`src/rtl/mem_stage_lsu.sv`:
```
// Memory stage load/store unit: aligns RAM requests, extracts and extends load
// data, and forwards register-writeback sidebands to the next stage.
module mem_stage_lsu #(
  parameter int XLEN = 32,
  parameter int RD_W = 5
) (
  input  logic              clk,
  input  logic              rst,
  input  logic              in_valid,
  output logic              in_ready,
  input  logic [XLEN-1:0]   addr,
  input  logic [XLEN-1:0]   wdata,
  input  logic              MemRead,
  input  logic              MemWrite,
  input  logic [2:0]        funct3,
  input  logic              in_RegWrite,
  input  logic [RD_W-1:0]   in_RegDest,
  input  logic              in_MemToReg,
  output logic              mem_req,
  output logic              mem_we,
  output logic [XLEN-1:0]   mem_addr,
  output logic [XLEN-1:0]   mem_wdata,
  output logic [XLEN/8-1:0] mem_be,
  input  logic              mem_ack,
  input  logic [XLEN-1:0]   mem_rdata,
  output logic              out_valid,
  output logic [XLEN-1:0]   out_data,
  output logic [XLEN-1:0]   out_AluResult,
  output logic              out_RegWrite,
  output logic [RD_W-1:0]   out_RegDest,
  output logic              out_MemToReg,
  output logic              out_fault
);
  localparam int BE_W  = XLEN / 8;
  localparam int OFF_W = $clog2(BE_W);

  typedef enum logic [1:0] {IDLE, WAIT_ACK, RESP} state_t;

  state_t           r_state;
  logic [2:0]       r_funct3;
  logic [OFF_W-1:0] r_off;
  logic             r_is_load;
  logic             r_regwrite;

  logic [OFF_W-1:0] w_off;
  logic [1:0]       w_size;
  logic             w_mem_op;
  logic             w_misalign;
  logic             w_illegal;
  logic [7:0]       w_mask8;
  logic [BE_W-1:0]  w_be;
  logic [XLEN-1:0]  w_wdata;
  logic [XLEN-1:0]  w_maddr;
  logic [XLEN-1:0]  w_rsh;
  logic [XLEN-1:0]  w_load;

  assign w_off    = addr[OFF_W-1:0];
  assign w_size   = funct3[1:0];
  assign w_mem_op = MemRead | MemWrite;
  assign in_ready = (r_state == IDLE);

  always_comb begin
    w_misalign = 1'b0;
    w_mask8    = 8'h01;
    case (w_size)
      2'd0: begin w_misalign = 1'b0;              w_mask8 = 8'h01; end
      2'd1: begin w_misalign = addr[0];           w_mask8 = 8'h03; end
      2'd2: begin w_misalign = |addr[1:0];        w_mask8 = 8'h0F; end
      default: begin w_misalign = |addr[2:0];     w_mask8 = 8'hFF; end
    endcase
    // Doubleword and LWU have no meaning on a 32-bit datapath.
    w_illegal = (MemRead && MemWrite) || (funct3 == 3'b111) || w_misalign ||
                ((XLEN == 32) && ((w_size == 2'd3) || (funct3 == 3'b110)));
    w_be    = BE_W'(w_mask8) << w_off;
    w_wdata = wdata << {w_off, 3'b000};
    w_maddr = {addr[XLEN-1:OFF_W], {OFF_W{1'b0}}};
  end

  always_comb begin
    w_rsh = mem_rdata >> {r_off, 3'b000};
    case (r_funct3)
      3'b000:  w_load = XLEN'($signed(w_rsh[7:0]));
      3'b001:  w_load = XLEN'($signed(w_rsh[15:0]));
      3'b010:  w_load = XLEN'($signed(w_rsh[31:0]));
      3'b100:  w_load = XLEN'(w_rsh[7:0]);
      3'b101:  w_load = XLEN'(w_rsh[15:0]);
      3'b110:  w_load = XLEN'(w_rsh[31:0]);
      default: w_load = w_rsh;
    endcase
  end

  always_ff @(posedge clk or posedge rst) begin
    if (rst) begin
      r_state       <= IDLE;
      r_funct3      <= '0;
      r_off         <= '0;
      r_is_load     <= 1'b0;
      r_regwrite    <= 1'b0;
      mem_req       <= 1'b0;
      mem_we        <= 1'b0;
      mem_addr      <= '0;
      mem_wdata     <= '0;
      mem_be        <= '0;
      out_valid     <= 1'b0;
      out_data      <= '0;
      out_AluResult <= '0;
      out_RegWrite  <= 1'b0;
      out_RegDest   <= '0;
      out_MemToReg  <= 1'b0;
      out_fault     <= 1'b0;
    end else begin
      out_valid <= 1'b0;
      case (r_state)
        IDLE: begin
          if (in_valid) begin
            out_AluResult <= addr;
            out_RegDest   <= in_RegDest;
            out_MemToReg  <= in_MemToReg;
            out_data      <= '0;
            if (w_mem_op && w_illegal) begin
              out_valid    <= 1'b1;
              out_fault    <= 1'b1;
              out_RegWrite <= 1'b0;
            end else if (w_mem_op) begin
              out_fault  <= 1'b0;
              r_funct3   <= funct3;
              r_off      <= w_off;
              r_is_load  <= MemRead;
              r_regwrite <= in_RegWrite;
              mem_req    <= 1'b1;
              mem_we     <= MemWrite;
              mem_addr   <= w_maddr;
              mem_wdata  <= w_wdata;
              mem_be     <= w_be;
              r_state    <= WAIT_ACK;
            end else begin
              out_valid    <= 1'b1;
              out_fault    <= 1'b0;
              out_RegWrite <= in_RegWrite;
            end
          end
        end
        WAIT_ACK: begin
          if (mem_ack) begin
            mem_req      <= 1'b0;
            mem_we       <= 1'b0;
            out_valid    <= 1'b1;
            out_data     <= r_is_load ? w_load : '0;
            out_RegWrite <= r_is_load & r_regwrite;
            r_state      <= RESP;
          end
        end
        RESP:    r_state <= IDLE;
        default: r_state <= IDLE;
      endcase
    end
  end
endmodule

```
`config.mk`:
```
export PLATFORM = sky130hd
export DESIGN_NAME = mem_stage_lsu
export DESIGN_NICKNAME = d
export VERILOG_FILES = /design/src/rtl/mem_stage_lsu.sv
export SDC_FILE = /design/constraint.sdc
export NUM_CORES = 1
export LEC_CHECK = 0
export ABC_AREA = 1
export BUFFER_PORTS_ARGS = -buffer_cell sky130_fd_sc_hd__buf_2
export CORE_MARGIN = 2
export CORE_UTILIZATION = 24
export DETAILED_ROUTE_END_ITERATION = 12
export PLACE_DENSITY_LB_ADDON = 0.1
export SLEW_MARGIN = 10
export SYNTH_ARGS = -nofsm -noshare
export SYNTH_HDL_FRONTEND = slang
export SYNTH_SLANG_ARGS = --single-unit
```
`constraint.sdc`:
```
create_clock -name clk -period 4.6 [get_ports clk]
set_input_delay 0.69 -clock clk [delete_from_list [all_inputs] [get_ports clk]]
set_output_delay 0.69 -clock clk [all_outputs]
set_load 0.1 [all_outputs]
```
# After elaboration in Yosys (flattened, before gate mapping)
# Cells that the tools add are included.
dict set report word_totals {
  word_cells 87
  in_bits 112
  romBits 0
  ff_bits 150
  out_inout_bits 144
  mem_bits_rw 0
  memories 0
  latch_bits 0
}
dict set report op_classes {
  n_mul 0
  shifts 3
  order_cmp 0
  div 0
  reduce_logical 18
  n_mux 32
  n_addsub 0
  bitwise 3
  n_eq_ne 14
}
# operator n
set ops {}
lappend ops {{32-bit case mux with 4 select lines} 1}
lappend ops {{32-bit 2-to-1 mux} 3}
lappend ops {{32-bit case mux with 2 select lines} 1}
lappend ops {{32-bit by 5-bit << shifter with 32-bit output} 1}
lappend ops {{32-bit by 5-bit right shift with 32-bit output} 1}
lappend ops {{1-bit 2-to-1 mux} 16}
lappend ops {{3-bit == test, second input constant} 4}
lappend ops {{4-bit case mux with 3 select lines} 1}
lappend ops {{4-bit AND reduction} 3}
lappend ops {{2-bit 2-to-1 mux} 4}
lappend ops {{1-bit case mux with 2 select lines} 4}
lappend ops {{2-bit != test, second input constant} 3}
lappend ops {{5-bit AND reduction} 1}
lappend ops {{2-bit by 1-bit == test with 1-bit output, second input constant} 2}
lappend ops {{2-bit == test, second input constant} 2}
lappend ops {{2-bit zero test} 2}
lappend ops {{1-bit logical OR} 4}
lappend ops {{2-bit case mux with 2 select lines} 1}
lappend ops {{4-bit by 2-bit << shifter with 4-bit output} 1}
lappend ops {{3-bit by 1-bit == test with 1-bit output, second input constant} 1}
lappend ops {{3-bit zero test} 1}
lappend ops {{3-bit by 2-bit != test with 1-bit output, second input constant} 1}
lappend ops {{1-bit case mux with 3 select lines} 1}
lappend ops {{3-bit AND reduction} 1}
lappend ops {{9 further kinds} 10}

# Depth between registers and ports, before layout
# Gate-level depths: netlist of run 1.
dict set report logic_depth {
  ltp_word 8
  depth_mapped 11
  depth_no_buf 10
}

# Worst setup path before layout of run 1
# Ideal clock, no wire load.
dict set report synth_path {
  kind {reg2out}
  start {reg r_state[1]}
  end {out in_ready}
  setup_slack_ns 2.291
  t_arrival_ns 1.619
  stages_incl_launch_ff 3
  t_required_ns 3.910
  path_buffers 1
  cell_sequence {dfrtp_1 nor2_4 clkbuf_1}
}
dict set report synth_between {
  elab_chain_cells 1
}
# element line_no
set synth_rtl {}
lappend synth_rtl {{start, declared} 39} ;# state_t r_state;
lappend synth_rtl {{start signal, assigned} 94} ;# r_state <= IDLE;
lappend synth_rtl {{start signal, assigned} 135} ;# r_state <= WAIT_ACK;
lappend synth_rtl {{start signal, assigned} 150} ;# r_state <= RESP;
lappend synth_rtl {{2-bit zero test} 60} ;# assign in_ready = (r_state == IDLE);
lappend synth_rtl {{end, declared} 10} ;# output logic in_ready,
# No other way between the ends.

# Final worst setup path of run 1
dict set report layout_path {
  start {reg r_off[1]}
  end {reg out_data[27]}
}
dict set report layout_between {
  elab_chain_cells 5
}
# element line_no
set layout_rtl {}
lappend layout_rtl {{start, declared} 41} ;# logic [OFF_W-1:0] r_off;
lappend layout_rtl {{start signal, assigned} 127} ;# r_off <= w_off;
lappend layout_rtl {{32-bit by 5-bit right shift with 32-bit output} 80} ;# w_rsh = mem_rdata >> {r_off, 3'b000};
lappend layout_rtl {{32-bit case mux with 4 select lines} 81} ;# case (r_funct3)
lappend layout_rtl {{32-bit 2-to-1 mux} 148} ;# out_data <= r_is_load ? w_load : '0;
lappend layout_rtl {{32-bit 2-to-1 mux} 144} ;# if (mem_ack) begin
lappend layout_rtl {{32-bit case mux with 2 select lines} 113} ;# case (r_state)
lappend layout_rtl {{end signal, assigned} 148}
lappend layout_rtl {{end, declared} 27} ;# output logic [XLEN-1:0] out_data,
# No other way between the ends. The select of a mux whose other input is x is not followed.
# A chain may end at the register's enable or synchronous reset.

==> Flow_metrics.wiki, run 1 <==
{| class="wikitable"
! Metric !! Value
|-
| Kind of path behind the tightest hold check || input port to async pin
|-
| Final weighted congestion of routability-driven global placement || 0.785
|-
| Area of the die || 31,700 sq um
|-
| Multi-input combinational cell area || 3030 sq um
|-
| Biggest fanout along the worst timing path || 32
|-
| Number of buffers on the longest clock path || 2
|-
| Setup crit end kind || register
|-
| Standard-cell rows || 63
|-
| Req. time, crit path || 4.91 ns
|-
| Part of the Yosys area used for sequential elements || 0.516
|-
| CTS clk-pin slew, worst paths || 0.07 ns
|-
| Number of clock sinks seen by CTS || 150
|-
| Gate Count Post-Synth || 944
|-
| Top cell type by total area after synthesis || sky130_fd_sc_hd__dfrtp_1
|-
| Avg Synthesized Cell Area || around 7.7 sq um
|-
| Worst slew margin relative to its limit || 0.280
|-
| Routed len/inst || 16.3 um
|-
| Global router's overall resource usage || 0.163
|-
| Cell types occupying the most area after synthesis || sky130_fd_sc_hd__dfrtp_1 (52%), sky130_fd_sc_hd__nand2_1 (24%), sky130_fd_sc_hd__nand4_1 (4.2%)
|-
| Area of the mapped netlist || 7280 sq um
|-
| Wire length of the first global-routing pass || 40,000 um
|-
| Floorplan die height || 178 um
|-
| Count of non-filler cells in the finished layout || 1,560
|-
| Pin count of the biggest net entering global routing || 109
|-
| Outcome || complete, no violations
|-
| Unrepaired setup endpoints after global routing || no
|-
| Number of distinct library cells after synthesis || 26
|-
| Pwr Total || 5.95 mW
|-
| Total overflow reported by the global router || 0
|-
| Worst-path cell with the longest stage delay || sky130_fd_sc_hd__inv_1
|-
| Post-route DRC || 0
|-
| Number of antenna violations at the first check in global routing || 1
|-
| Final critical path time including I/O delays and setup || roughly 2.5 ns
|-
| Synth-to-Final Area Change || 28.4%
|-
| Most Frequent Cell on Critical Path || sky130_fd_sc_hd__nand2_1
|-
| Fraction of layout cells with a size suffix above 1 || 0.264
|-
| Root cell of the clock tree || sky130_fd_sc_hd__clkbuf_16
|-
| Fillcell total || 3,277
|-
| Total number of yosys warnings || 0
|-
| Clock network latency to the later pin of the worst-skew pair || 0.43 ns
|-
| Drt first-iter violations || 479
|-
| Number of ports placed on the die boundary || 256
|-
| Total count of hold-check failures in the final report || 0
|-
| Final setup violation count || 0
|-
| Critical Path Start Type || register
|-
| First-pass detailed-route iteration total || 5
|-
| TritonCTS clock tree || built
|-
| Slowest stage delay, CP || 0.78 ns
|-
| Final nets || 1,268
|-
| Critical path buffer and inverter count || 1
|-
| Fin crit share || 0.553
|-
| Area occupied by registers || 3750 sq um
|-
| Total power divided by cell area || 637 nW/um^2
|-
| Max-cap violations || 0
|-
| Cell class contributing the biggest share of worst-path delay || simple AND/OR/NAND/NOR gates
|-
| Final-report max-slew violation count || 0
|-
| Clock H-tree levels || 4
|-
| Core box area || 29,700 sq um
|-
| Vias in the first global route || between 7,000 and 8,000
|-
| Setup TNS || 0 ns
|-
| Lkg Pwr || about 5.3 nW
|-
| Clock buffers created by TritonCTS || 17
|-
| Maximum frequency from static timing analysis || 393 MHz
|-
| Hold_buf cts || 0
|-
| DPL Wire Length || approximately 17,000 um
|-
| Count of vias placed by the detailed router || 6,939
|-
| Number of gates resized after cts || 0
|-
| Vias per cell || between 4 and 5
|-
| Data arrival, critical path || roughly 2.9 ns
|-
| Port-buffer cells || 253
|-
| # Post-CTS Setup Buffers || 0
|-
| Routed WL || about 25,000 um
|-
| Cell chain of the critical path || inv_1 > nand3_1 > nand3_4 > nand3_2 > nand2_1 > nand2_1
|-
| Flop-to-flop setup slack || 2.06 ns
|-
| Worst Reg-to-Reg Cells || 6
|-
| Die X || 178 um
|-
| Number of antenna-violating nets in the routed design || 0
|-
| Crit Path Class || register to register
|-
| Flip-flop and latch count after synthesis || 150
|-
| Launch point of the worst reg-to-reg path || r_off[1]
|-
| Critical R2R Capture || out_data[27]
|-
| Area share of the leading cell type in the synthesized netlist || 0.516
|-
| Peak ir drop on the vdd network || about 0.27 mV
|-
| Layout Skew || slightly above 0.009 ns
|-
| Starting Density || 0.245
|-
| Cells after DPL || 1,527
|-
| Tightest Pin Transition || 1.08 ns
|}
==> per-stage QoR <==
stage / hold slack (ns) / utilization / setup slack, ns / instance area [sq um]
3_5_place_dp: 0.453 / 0.295 / 1.61 / 8760
2_1_floorplan: 0.443 / - / 2.02 / 7280
4_1_cts: 0.424 / 0.314 / 1.96 / 9340
5_1_grt: 0.442 / 0.314 / 1.77 / 9340
3_3_place_gp: 0.451 / 0.295 / 1.62 / 8760
6_report: 0.441 / 0.314 / 2.06 / 9340
==> power breakdown <==
part	leakage, nW	total (mW)	internal (mW)	switching (mW)
registers	1.93	1.72	1.57	0.157
clock network	0.279	1.40	0.728	0.675
logic	3.08	2.83	0.407	2.42
total	5.29	5.95	2.70	3.25
==> layout make-up <==
class / instances / area share
multi-input combinational: 687 / 0.324
inverter: 38 / 0.0157
clock inverter: 15 / 0.0165
sequential: 150 / 0.402
clock buffer: 17 / 0.0455
antenna: 1 / 0.000268
tap: 390 / 0.0522
timing repair buffer: 262 / 0.144
==> worst max-delay path by stage <==
| stage | from | end | slack, ns | cells after the start |
|---|---|---|---|---|
| 5_1_grt | r_off[1] | out_data[21] | 1.77 | 6 |
| 3_3_place_gp | addr[0] | mem_wdata[19] | 1.62 | 6 |
| 3_5_place_dp | addr[0] | mem_wdata[19] | 1.61 | 6 |
| 6_report | r_off[1] | out_data[27] | 2.06 | 6 |
| 2_1_floorplan | rst | mem_addr[10] | 2.02 | 1 |
| 4_1_cts | r_state[0] | mem_addr[24] | 1.96 | 6 |
==> cell families (layout without fill, tap and decap cells) <==
kind of cell	count (synthesis)	in the layout	share of synthesized area
AND/OR/NAND/NOR	589	589	0.340
flip-flops	150	150	0.516
buffers and inverters	108	332	0.0698
AO/OA/AOI/OAI	96	96	0.0739
other	1	3	0.000515
==> routing by layer <==
metal  part of all wire  vias up  track usage  wire, um
met1               0.45     3275        0.216     11600
met4             0.0069        0       0.0386       177
li1                   -     3458            -         -
met2               0.47      193        0.264     12000
met5                  0        -            0         0
met3              0.069       13       0.0431      1770
==> layout by cell type, fill, tap and decap left out, types with 4 or more instances in the layout <==
cell type and n:
sky130_fd_sc_hd__o22ai_1 8, sky130_fd_sc_hd__nand3_1 39, sky130_fd_sc_hd__nand4_1 49, sky130_fd_sc_hd__buf_2 253
sky130_fd_sc_hd__nor3_1 8, sky130_fd_sc_hd__inv_6 7, sky130_fd_sc_hd__dfrtp_1 150, sky130_fd_sc_hd__nor2_1 24
sky130_fd_sc_hd__nand2_1 456, sky130_fd_sc_hd__a21oi_1 17, sky130_fd_sc_hd__clkbuf_16 17, sky130_fd_sc_hd__inv_1 32
sky130_fd_sc_hd__o211ai_1 19, sky130_fd_sc_hd__buf_4 8, sky130_fd_sc_hd__nor2_4 4, sky130_fd_sc_hd__o21ai_0 51
sky130_fd_sc_hd__inv_8 4
==> worst register-to-register path, delay by kind of cell, from the launching register on <==
| kind | cells | cell delay [ns] |
|---|---|---|
| flops | 1 | 0.59 |
| simple gates | 5 | 1.07 |
| buf+inv | 1 | 0.78 |
==> synthesized netlist by cell type <==
cell                       count
sky130_fd_sc_hd__a21oi_1      17
sky130_fd_sc_hd__buf_1         2
sky130_fd_sc_hd__buf_2        10
sky130_fd_sc_hd__buf_4        12
sky130_fd_sc_hd__buf_6         6
sky130_fd_sc_hd__clkbuf_1     40
sky130_fd_sc_hd__clkinv_1      2
sky130_fd_sc_hd__conb_1        1
sky130_fd_sc_hd__dfrtp_1     150
sky130_fd_sc_hd__inv_1        33
sky130_fd_sc_hd__inv_2         3
sky130_fd_sc_hd__nand2_1     456
sky130_fd_sc_hd__nand2_2       2
sky130_fd_sc_hd__nand3_1      39
sky130_fd_sc_hd__nand3_2       4
sky130_fd_sc_hd__nand3_4       1
sky130_fd_sc_hd__nand3b_1      1
sky130_fd_sc_hd__nand4_1      49
sky130_fd_sc_hd__nor2_1       24
sky130_fd_sc_hd__nor2_4        4
sky130_fd_sc_hd__nor3_1        8
sky130_fd_sc_hd__o211ai_1     19
sky130_fd_sc_hd__o21ai_0      51
sky130_fd_sc_hd__o21ai_1       1
sky130_fd_sc_hd__o22ai_1       8
sky130_fd_sc_hd__or2_1         1
==> sequential cells by signal, indices dropped and copies added, names as in the netlist, 2 cells and up <==
name and flops:
r_off 2, out_AluResult 32, out_data 32, mem_be 4, mem_addr 30, mem_wdata 32
r_funct3 3, out_RegDest 5, r_state 2
Power figures use the tool's default switching activity.
==> inputs of run 2 (changes only) <==
--- a/config.mk
+++ b/config.mk
@@ -5,7 +5,7 @@
 export SDC_FILE = /design/constraint.sdc
 export NUM_CORES = 1
 export LEC_CHECK = 0
-export ABC_AREA = 1
+export ABC_AREA = 0
 export BUFFER_PORTS_ARGS = -buffer_cell sky130_fd_sc_hd__buf_2
 export CORE_MARGIN = 2
 export CORE_UTILIZATION = 24
==> constraint.sdc (replaced) <==
create_clock -name clk -period 2.1 [get_ports clk]
set_input_delay 0.315 -clock clk [delete_from_list [all_inputs] [get_ports clk]]
set_output_delay 0.315 -clock clk [all_outputs]
set_load 0.1 [all_outputs]
==> run 2 against run 1 <==
Sequential power grew 130%; register-to-register slack lost 1.7 ns; critical endpoint is now in_ready; flip-flop and latch count is the same; design area shrank 3.4%; clock skew shrank 0.0011 ns; non-clock buffer count grew 11; combinational power grew 140%; die area shrank 8.4%; critical path depth shrank 4; synthesized cell count shrank 42%.
==> Flow_metrics.wiki, run 2 <==
{| class="wikitable"
! Metric !! Value
|-
| Outcome || complete, no violations
|-
| Layout Skew || 0.00828 ns
|-
| Number of gates resized after cts || 0
|-
| Maximum frequency from static timing analysis || 539 MHz
|-
| Synth-to-Final Area Change || 35.6%
|-
| Peak ir drop on the vdd network || 0.815 mV
|-
| Routed len/inst || 17.1 um
|-
| Multi-input combinational cell area || 2690 sq um
|-
| Clock network latency to the later pin of the worst-skew pair || 0.42 ns
|-
| Starting Density || 0.245
|-
| Registers with the highest flip-flop counts || mem_wdata x32, out_AluResult x32, out_data x32
|-
| Die X || 170 um
|-
| Kind of path behind the tightest hold check || input port to async pin
|-
| Setup crit end kind || output port
|-
| Place WS || 0.195 ns
|-
| Number of distinct library cells after synthesis || 36
|-
| Count of vias placed by the detailed router || 5,214
|-
| Unrepaired setup endpoints after global routing || no
|-
| Total count of hold-check failures in the final report || 0
|-
| # Post-CTS Setup Buffers || 0
|-
| Post-route DRC || 0
|-
| Post-synthesis share of cell area spent on and, or, nand and nor gates || 0.0703
|-
| Commonest cells after routing, fill and taps aside || sky130_fd_sc_hd__buf_2 (253), sky130_fd_sc_hd__dfrtp_1 (150), sky130_fd_sc_hd__mux2_2 (93)
|-
| Max-cap violations || 0
|-
| Flip-flop and latch count after synthesis || 150
|-
| Final worst hold slack || 0.00292 ns
|-
| Clock buffers created by TritonCTS || 17
|-
| Total power divided by cell area || 1570 nW/um^2
|-
| Critical Path Start Type || register
|-
| Biggest fanout along the worst timing path || 6
|-
| DPL Wire Length || 14,800 um
|-
| Worst-path cell with the longest stage delay || sky130_fd_sc_hd__buf_2
|-
| Slowest stage delay, CP || 0.46 ns
|-
| Share of the synthesized netlist area taken by xor and xnor gates || 0.00132
|-
| TritonCTS clock tree || built
|-
| Critical path buffer and inverter count || 1
|-
| Number of synthesized flops with an enable pin || 0
|-
| Final-report max-slew violation count || 0
|-
| Final critical path time including I/O delays and setup || 1.85 ns
|-
| Hold_buf cts || 0
|-
| Tightest Pin Transition || 0.568 ns
|-
| Wire length of the first global-routing pass || between 30,000 and 40,000 um
|-
| Share of power burned in combinational logic || 0.488
|-
| Share of synthesized area spent on multiplexers || 0.207
|-
| Clock H-tree levels || 4
|-
| Data arrival, critical path || 1.54 ns
|-
| Fraction of layout cells with a size suffix above 1 || 0.504
|-
| Largest family of logic cells by synthesized area || multiplexers
|-
| Most frequent cell after synthesis || sky130_fd_sc_hd__dfrtp_1
|-
| Avg Synthesized Cell Area || between 10 and 15 sq um
|-
| Total overflow reported by the global router || 0
|-
| Vias in the first global route || 5,441
|-
| Number of ports placed on the die boundary || 256
|-
| Req. time, crit path || 1.78 ns
|-
| Final nets || 909
|-
| Standard-cell rows || 60
|-
| Gate Count Post-Synth || 545
|-
| Area share of the leading cell type in the synthesized netlist || 0.564
|-
| Ys async rst share || 1.00
|-
| Part of the power in registers || 0.277
|-
| Cell class contributing the biggest share of worst-path delay || buffers and inverters
|-
| Part of the Yosys area used for sequential elements || 0.564
|-
| Most numerous cell types in the synthesized netlist || sky130_fd_sc_hd__dfrtp_1 (150), sky130_fd_sc_hd__mux2_2 (93), sky130_fd_sc_hd__nand2_1 (54), sky130_fd_sc_hd__o21ai_0 (36), sky130_fd_sc_hd__a21oi_1 (34)
|-
| Leading cell type in the layout, fill and taps excluded || sky130_fd_sc_hd__buf_2
|-
| CTS clk-pin slew, worst paths || 0.06 ns
|-
| Worst slew margin relative to its limit || 0.621
|-
| Vias per cell || 4.40
|-
| Drt first-iter violations || 274
|-
| Main flop type after synthesis || sky130_fd_sc_hd__dfrtp_1
|-
| Area of the mapped netlist || 6650 sq um
|-
| Area occupied by registers || ~3800 sq um
|-
| Root cell of the clock tree || sky130_fd_sc_hd__clkbuf_16
|-
| Share of power burned in the clock network || 0.236
|-
| Core box area || 27,100 sq um
|-
| Fin crit share || 0.883
|-
| Cell chain of the critical path || nor2_2 > buf_2
|-
| Power dissipated by switching net loads || 7.33 mW
|-
| Number of buffers on the longest clock path || 2
|-
| Routed WL || around 20,000 um
|-
| Adder-cell area share of the yosys netlist || 0
|-
| Number of clock sinks seen by CTS || 150
|-
| Total number of yosys warnings || 0
|-
| Area of the die || 29,100 sq um
|-
| Pwr Total || 14.1 mW
|-
| Final setup violation count || 0
|-
| Final weighted congestion of routability-driven global placement || roughly 0.77
|-
| Smallest setup slack after layout || approximately 0.25 ns
|-
| Design internal power || 6.79 mW
|-
| Crit Path Class || register to output port
|-
| Global router's overall resource usage || 0.140
|-
| Fillcell total || 2,810
|-
| Number of antenna-violating nets in the routed design || 0
|-
| Number of antenna violations at the first check in global routing || 4
|-
| Port-buffer cells || 253
|-
| Cell types occupying the most area after synthesis || sky130_fd_sc_hd__dfrtp_1 (56%), sky130_fd_sc_hd__mux2_2 (16%), sky130_fd_sc_hd__mux2i_1 (4.7%)
|-
| First-pass detailed-route iteration total || 4
|-
| Top cell type by total area after synthesis || sky130_fd_sc_hd__dfrtp_1
|-
| Sw Share || 0.519
|-
| Lkg Pwr || 4.37 nW
|-
| Floorplan die height || roughly 170 um
|-
| Fraction of the mapped netlist area in compound gates || 0.122
|-
| Pin count of the biggest net entering global routing || between 90 and 100
|}
## run 2: cell count changes after synthesis, sizes merged, moves of 11 or more
cell	delta
a21oi	+17
nand2	-404
clkbuf	-23
nand4	-49
mux2	+93
nand3	-44
inv	-31
nor2b	+11
a221o	+16
o21ai	-16
o211ai	-17
mux2i	+31
## run 2: logic make-up after synthesis
| group | Yosys count |
|---|---|
| AOI/OAI and AO/OA | 123 |
| xor gates and xnor gates | 1 |
| buffers and inverters | 46 |
| DFF | 150 |
| muxes | 125 |
| other | 1 |
| and+or+nand+nor | 99 |
## run 2: cell type report
type	count	share of cell area
antenna	3	0.000832
sequential	150	0.416
clock buffer	19	0.0480
inverter	5	0.00250
tap	372	0.0516
clock inverter	13	0.0221
multi-input combinational	350	0.298
timing repair buffer	273	0.161
## run 2: worst paths after layout
kind	start	to	slack, ns	cells past startpoint
max reg2reg	r_off[1]	out_data[25]	0.33	5
max	r_state[0]	in_ready	0.25	2
max in group asynchronous	rst	out_valid	1.57	3
min	rst	mem_addr[7]	0.003	3
min in group clk	in_RegDest[4]	out_RegDest[4]	0.13	2
min reg2reg	mem_wdata[7]	mem_wdata[7]	0.48	2
## run 2: metrics by stage
step | TNS, ns | instance area, sq um | utilization | instances
2_1_floorplan | -15.60 | 6660 | - | 546
5_1_grt | 0 | 9010 | 0.333 | 1182
4_1_cts | 0 | 9010 | 0.333 | 1182
3_3_place_gp | 0 | 8380 | 0.309 | 1150
6_report | 0 | 9020 | 0.333 | 1185
3_5_place_dp | 0 | 8380 | 0.309 | 1150
## run 2: routing by layer
layer  vias to the layer above  global-route usage  part of all wire
met3                        16              0.0560             0.085
met4                         2              0.0394             0.013
met2                       175               0.214              0.45
met5                         -                   0           0.00064
met1                      2550               0.184              0.45
li1                       2471                   -                 -
## run 2: worst reg2reg max path, stage by stage (launching register included)
cell and delay (ns):
sky130_fd_sc_hd__dfrtp_1 0.37, sky130_fd_sc_hd__buf_4 0.32, sky130_fd_sc_hd__mux2i_1 0.23, sky130_fd_sc_hd__o2bb2ai_1 0.13
sky130_fd_sc_hd__o211a_4 0.32, sky130_fd_sc_hd__a221o_1 0.29
## run 2: power groups by stage
stage / Clock [mW] / Combinational, mW / Sequential [mW]
5_1_grt: 3.58 / 7.16 / 3.99
2_1_floorplan: 0 / 1.33 / 8.29
6_report: 3.33 / 6.89 / 3.91
4_1_cts: 3.44 / 6.95 / 3.92
3_3_place_gp: 0 / 6.93 / 3.93
3_5_place_dp: 0 / 6.95 / 3.96
